===== src/rtl/pj_dmem_arbiter.sv =====
// Two-port data-memory arbiter: LSU (port 0) and DBG (port 1) share one memory interface.
// DBG is protected from starvation and may lock the memory for bursts; LSU reads flush on mispredict.
module pj_dmem_arbiter #(
  parameter int unsigned WORD_SIZE_P    = 16,
  parameter int unsigned STARVE_LIMIT_P = 8
) (
  input  logic                   clk_i,
  input  logic                   reset_n_i,
  input  logic                   flush_i,
  input  logic                   lsu_v_i,
  input  logic                   lsu_we_i,
  input  logic [WORD_SIZE_P-1:0] lsu_addr_i,
  input  logic [WORD_SIZE_P-1:0] lsu_data_i,
  output logic                   lsu_ready_o,
  output logic                   lsu_resp_v_o,
  output logic [WORD_SIZE_P-1:0] lsu_resp_data_o,
  input  logic                   dbg_v_i,
  input  logic                   dbg_we_i,
  input  logic [WORD_SIZE_P-1:0] dbg_addr_i,
  input  logic [WORD_SIZE_P-1:0] dbg_data_i,
  output logic                   dbg_ready_o,
  output logic                   dbg_resp_v_o,
  output logic [WORD_SIZE_P-1:0] dbg_resp_data_o,
  input  logic                   dbg_lock_i,
  output logic                   mem_w_v_o,
  output logic [WORD_SIZE_P-1:0] mem_w_addr_o,
  output logic [WORD_SIZE_P-1:0] mem_w_data_o,
  output logic                   mem_r_v_o,
  output logic [WORD_SIZE_P-1:0] mem_r_addr_o,
  input  logic [WORD_SIZE_P-1:0] mem_r_data_i
);

  localparam int unsigned CntW = $clog2(STARVE_LIMIT_P + 1);

  localparam logic [0:0] StArb     = 1'b0;
  localparam logic [0:0] StDbgLock = 1'b1;

  logic [0:0]      state_q, state_d;
  logic [CntW-1:0] starve_cnt_q, starve_cnt_d;
  logic            resp_lsu_q, resp_lsu_d;
  logic            resp_dbg_q, resp_dbg_d;
  logic            lsu_gnt, dbg_gnt, force_dbg;

  assign force_dbg = (starve_cnt_q == CntW'(STARVE_LIMIT_P));

  // Grants already include the valid, so at most one is ever high.
  always_comb begin
    lsu_gnt = 1'b0;
    dbg_gnt = 1'b0;
    state_d = state_q;
    if (state_q == StDbgLock) begin
      dbg_gnt = dbg_v_i;
      if (!dbg_lock_i) state_d = StArb;
    end else begin
      lsu_gnt = lsu_v_i & ~flush_i & ~(dbg_v_i & force_dbg);
      dbg_gnt = dbg_v_i & ~lsu_gnt;
      if (dbg_gnt && dbg_lock_i) state_d = StDbgLock;
    end
  end

  always_comb begin
    starve_cnt_d = starve_cnt_q;
    if (dbg_gnt || !dbg_v_i) begin
      starve_cnt_d = '0;
    end else if (!force_dbg) begin
      starve_cnt_d = starve_cnt_q + CntW'(1);
    end
  end

  // An LSU read granted under flush never gets a tag, covering the registration-time kill.
  assign resp_lsu_d = lsu_gnt & ~lsu_we_i & ~flush_i;
  assign resp_dbg_d = dbg_gnt & ~dbg_we_i;

  always_ff @(posedge clk_i or negedge reset_n_i) begin
    if (!reset_n_i) begin
      state_q      <= StArb;
      starve_cnt_q <= '0;
      resp_lsu_q   <= 1'b0;
      resp_dbg_q   <= 1'b0;
    end else begin
      state_q      <= state_d;
      starve_cnt_q <= starve_cnt_d;
      resp_lsu_q   <= resp_lsu_d;
      resp_dbg_q   <= resp_dbg_d;
    end
  end

  // Every output is also gated by reset so it drops the moment reset is asserted.
  always_comb begin
    mem_w_v_o    = 1'b0;
    mem_w_addr_o = '0;
    mem_w_data_o = '0;
    mem_r_v_o    = 1'b0;
    mem_r_addr_o = '0;
    if (reset_n_i) begin
      if (lsu_gnt) begin
        if (lsu_we_i) begin
          mem_w_v_o    = 1'b1;
          mem_w_addr_o = lsu_addr_i;
          mem_w_data_o = lsu_data_i;
        end else begin
          mem_r_v_o    = 1'b1;
          mem_r_addr_o = lsu_addr_i;
        end
      end else if (dbg_gnt) begin
        if (dbg_we_i) begin
          mem_w_v_o    = 1'b1;
          mem_w_addr_o = dbg_addr_i;
          mem_w_data_o = dbg_data_i;
        end else begin
          mem_r_v_o    = 1'b1;
          mem_r_addr_o = dbg_addr_i;
        end
      end
    end
  end

  assign lsu_ready_o     = reset_n_i & lsu_gnt;
  assign dbg_ready_o     = reset_n_i & dbg_gnt;
  assign lsu_resp_v_o    = reset_n_i & resp_lsu_q & ~flush_i;
  assign dbg_resp_v_o    = reset_n_i & resp_dbg_q;
  assign lsu_resp_data_o = lsu_resp_v_o ? mem_r_data_i : '0;
  assign dbg_resp_data_o = dbg_resp_v_o ? mem_r_data_i : '0;

endmodule


===== config.mk =====
export PLATFORM = sky130hd
export DESIGN_NAME = pj_dmem_arbiter
export DESIGN_NICKNAME = d
export VERILOG_FILES = /design/src/rtl/pj_dmem_arbiter.sv
export SDC_FILE = /design/constraint.sdc
export NUM_CORES = 1
export LEC_CHECK = 0
export CORE_MARGIN = 1.5
export CORE_UTILIZATION = 31
export CTS_CLUSTER_DIAMETER = 200
export DETAILED_ROUTE_END_ITERATION = 8
export PLACE_DENSITY = 0.89
export SKIP_CTS_REPAIR_TIMING = 1
export SKIP_LAST_GASP = 1
export SYNTH_ARGS = -nofsm -noshare
export SYNTH_HDL_FRONTEND = slang
export SYNTH_SLANG_ARGS = --single-unit

===== constraint.sdc =====
create_clock -name clk_i -period 4.87 [get_ports clk_i]
set_clock_uncertainty 0.15 [all_clocks]
set_input_delay 1.461 -clock clk_i [delete_from_list [all_inputs] [get_ports clk_i]]
set_output_delay 1.461 -clock clk_i [all_outputs]
set_load 0.05 [all_outputs]

## After elaboration in Yosys (flattened, before gate mapping)

Cells that the tools add are included.

- Word-level logic and storage cells: 61
- Output and inout port bits: 86
- Register bits: 7
- Bits of input ports: 88

- Multiplexer cells: 34
- Equal/unequal tests: 2
- Bitwise gates (word level): 17
- Reduce and logical (&&, ||, !) cells: 3
- Add/sub/neg operators: 1

Operators by type and width:

| kind | count |
|---|---|
| 2-to-1 mux 16 bit | 17 |
| 2-to-1 mux 1 bit | 15 |
| bitwise AND 1 bit | 12 |
| 2-to-1 mux 4 bit | 2 |
| NOT 1 bit | 5 |
| adder 4 x 1 -> 4 bit, second input constant | 1 |
| == test 4 bit, second input constant | 1 |
| inequality test 2 x 1 -> 1 bit, second input constant | 1 |
| logical AND 1 bit | 1 |
| logical NOT 1 bit | 1 |
| logical OR 1 bit | 1 |

## Depth between registers and ports, before layout

Gate-level depths: netlist of run 1.

- Depth after elaboration: 10
- Depth in mapped cells: 7
- Depth with buffers taken out: 5

## Worst setup path before layout of run 1

Ideal clock, no wire load.

- Path kind: input port to output port
- Start: input port dbg_v_i
- End: output port mem_r_addr_o[10]
- Cell stages on the path: 5
- Slack: 427 ps
- Required time: 3259 ps
- Data arrival time: 2832 ps
- Path through: nand4b_1 -> nand3_2 -> buf_6 -> buf_8 -> mux2i_1

- Cells in the longest elaborated chain, start to end: 9

Ends and longest elaborated chain:

| item | line | text |
|---|---|---|
| start: declaration | 17 | `input logic dbg_v_i,` |
| bitwise AND 1 bit | 55 | `lsu_gnt = lsu_v_i & ~flush_i & ~(dbg_v_i & force_dbg);` |
| NOT 1 bit | 55 |  |
| bitwise AND 1 bit | 55 |  |
| NOT 1 bit | 56 | `dbg_gnt = dbg_v_i & ~lsu_gnt;` |
| bitwise AND 1 bit | 56 |  |
| 2-to-1 mux 1 bit | 51 | `if (state_q == StDbgLock) begin` |
| 2-to-1 mux 16 bit | 105 | `end else if (dbg_gnt) begin` |
| 2-to-1 mux 16 bit (*) | 96 | `if (lsu_gnt) begin` |
| 2-to-1 mux 16 bit (*) | 95 | `if (reset_n_i) begin` |
| end: declaration | 29 | `output logic [WORD_SIZE_P-1:0] mem_r_addr_o,` |

Mark *: on every way between the ends. The rest lies on a longest branch, timed or not.

## Final worst setup path of run 1

- Start: input port reset_n_i
- End: output port mem_r_addr_o[3]

- Cells in the longest elaborated chain, start to end: 1

Ends and longest elaborated chain:

| item | line | text |
|---|---|---|
| start: declaration | 8 | `input logic reset_n_i,` |
| 2-to-1 mux 16 bit | 95 |  |

Every way passes these cells.

==> results of run 1 <==
==> sequential cells by signal, indices dropped and copies added, names as in the netlist <==
signal and flops:
state_q 1, resp_lsu_q 1, starve_cnt_q 4, resp_dbg_q 1
==> final timing paths <==
check,startpoint,endpoint,slack [ns],cells after the start
worst max-delay path,reset_n_i,mem_r_addr_o[3],0.18,5
max in group asynchronous,reset_n_i,state_q,2.81,2
min in group asynchronous,reset_n_i,starve_cnt_q[3],1.51,2
worst min-delay path,state_q,state_q,0.40,2
worst min register to register,state_q,state_q,0.40,2
worst max register to register,starve_cnt_q[1],starve_cnt_q[0],3.31,5
==> cells in the mapped netlist (2+ instances only) <==
cell type	instances
and2_1	19
and3_1	19
and3_2	4
buf_2	6
buf_6	5
buf_8	4
clkbuf_1	3
clkbuf_2	2
dfrtp_1	7
ha_1	2
inv_1	2
mux2_2	2
mux2i_1	48
nand2_1	97
nor2_1	4
==> cells by family after synthesis <==
family,count (synthesis)
compound gates,1
mux,50
simple gates,149
buf+inv,24
xor+xnor,2
flops,7
fa+ha+maj,2
==> per-layer routing <==
| metal | routed length (um) | vias up | global-route usage (%) |
|---|---|---|---|
| met1 | 2860 | 1060 | 26.5 |
| li1 | - | 1099 | - |
| met3 | 582 | 14 | 5.03 |
| met2 | 4380 | 105 | 51.1 |
| met5 | 0 | - | 0 |
| met4 | 198 | 0 | 8.13 |
==> layout by cell type, fill, tap and decap left out, types with 3 or more instances in the layout <==
cell type        count
and2_1              19
and3_1              19
and3_2               4
buf_12              89
buf_4                5
clkbuf_8             3
clkdlybuf4s50_1     86
dfrtp_1              7
mux2i_1             46
nand2_1             97
nor2_1               4
==> worst reg2reg max path, delay by kind of cell, from the launching register on <==
family | cells | cell delay [ns]
DFF | 1 | 0.40
adders and majority gates | 1 | 0.15
buffers and inverters | 1 | 0.08
and+or+nand+nor | 3 | 0.66
==> stage by stage <==
step	std cells	instance area [um2]	hold slack (ns)
after floorplan	235	1620	0.340
after global placement	464	4210	0.382
after detailed placement	464	4210	0.397
after CTS	468	4250	0.406
after global routing	469	4290	0.468
final	469	4290	0.404
==> power breakdown <==
| part | switching [W] | internal (W) |
|---|---|---|
| Sequential | 0.00000270 | 0.0000602 |
| Clock | 0.0000218 | 0.0000563 |
| Combinational | 0.000163 | 0.000176 |
==> area by class of cell <==
type / count / area share, %
Multi-Input combinational cell: 204 / 29.2
Timing Repair Buffer: 182 / 63.4
Sequential cell: 7 / 4.09
Tap cell: 70 / 2.04
Clock buffer: 4 / 1.05
Inverter: 2 / 0.175
==> flow_summary.toml, run 1 <==
[sta]
tightest_slew_ns = 0.465
finalSetupTns_ns = 0
fmax_ghz = 0.213
period_share_pct = 96.4
layout_setup_ws_ns = 0.175
grt_setup_unrepaired = "no"
finalHoldViolCount = 0
max_slew_margin_pct = 69.0
setup_viol = 0
slew_viol_final = 0
period_needed_ns = 4.69

[placed_design]
port_buffers = 173
dpl.hpwl_um = 6430
post-place-ws_ns = 0.0419
gp_congestion = 0.788

[critical_path]
path_buf_inv = 2
cp-start-kind = "primary input"
crit_path_top_delay_cell = "clkdlybuf4s50_1"
path_cells = "clkdlybuf4s50_1 > and3b_2 > nand2_1 > mux2i_1 > buf_12"
path_class = "in2out"
worstPathRequired_ns = 3.26
crit_path_max_incr_delay_ns = 0.57
worst_setup_path_end_kind = "output port"
crit_family = "buffers and inverters"
cp_max_fo = 17
arrival_ns = 3.08

[floorplanning]
row_count = 26
ios = 174
core_um2 = 5070
die_h_um = 75.4
start_util_pct = 32.0
die-area_um2 = 5680
dieWidth_um = 75.4

[synthesis]
synth-seq-cells = 7
synth_cell_types = 26
yosys.area.top_type = "mux2i_1"
synth_top_family_by_area = "simple AND/OR/NAND/NOR gates"
synth-simple-area-share_pct = 42.8
synth_top_flop_cell = "dfrtp_1"
synth_area_leaders = "mux2i_1, nand2_1, dfrtp_1"
synth_edf_count = 0
synth_compound_gate_area_share_pct = 0.308
synthAdderAreaFrac_pct = 1.54
syn_inst = 235
synth_xor_area_share_pct = 1.08
syn_area_um2 = 1620
synth_top_area_share_pct = 29.6
ys_seq_area_share_pct = 10.8
ys_async_sr_fraction_pct = 100
synth_nets = 325
avgSynthCellArea_um2 = 6.91
synth.area.mux_share_pct = 31.0
yosysWarningCount = 0

[clock_tree]
numCtsBuffers = 3
clk_latency_ns = 0.22
cts_tree = "done"
clkTransAtPathRegs_ns = 0.04
clockBufferDepth = 2
h-tree-depth = 1
clock-sinks = 7
root_buffer = "clkbuf_8"

[detailed_routing]
routed_wl_um = 8020
vias = 2278
ant_nets = 0
drc_errors = 0
drt-initial-drc-count = 79
drt_pass1_iterations = 4
viasPerCell = 4.86
wl_per_cell_um = 17.1

[global_routing]
grt_pass1_vias = 2297
antenna_found_initial = 0
grt.overflow.total = 0
grtUsageTotal_pct = 25.6
grt_pass1_wl_um = 11200
grt_max_degree = 34

[final_layout]
syn2layout_area_growth_pct = 164
nFillCells = 281
area.sequential_um2 = 175
final_nets = 490
antenna_cells = 0
drive_gt1_share_pct = 27.1
multiInputGateArea_um2 = 1250
final_core_util_pct = 84.4

[run]
drv_cap = 0

[pwr]
power_density_nw_per_um2 = 112
peakVddDrop_mv = 0.112
power_w = 0.000481
p_leak_nw = 2.00

[run_status]
status = "finished, final reports clean"

[worst_hold_path]
hold_class = "reg2reg"
No activity file was read; power rests on OpenSTA's default activity.
==> run 2, diff against run 1 <==
Settings changed: SLEW_MARGIN set to 10.
==> results of run 2 <==
Final layout, timing and power as in run 1 (identical DEF).
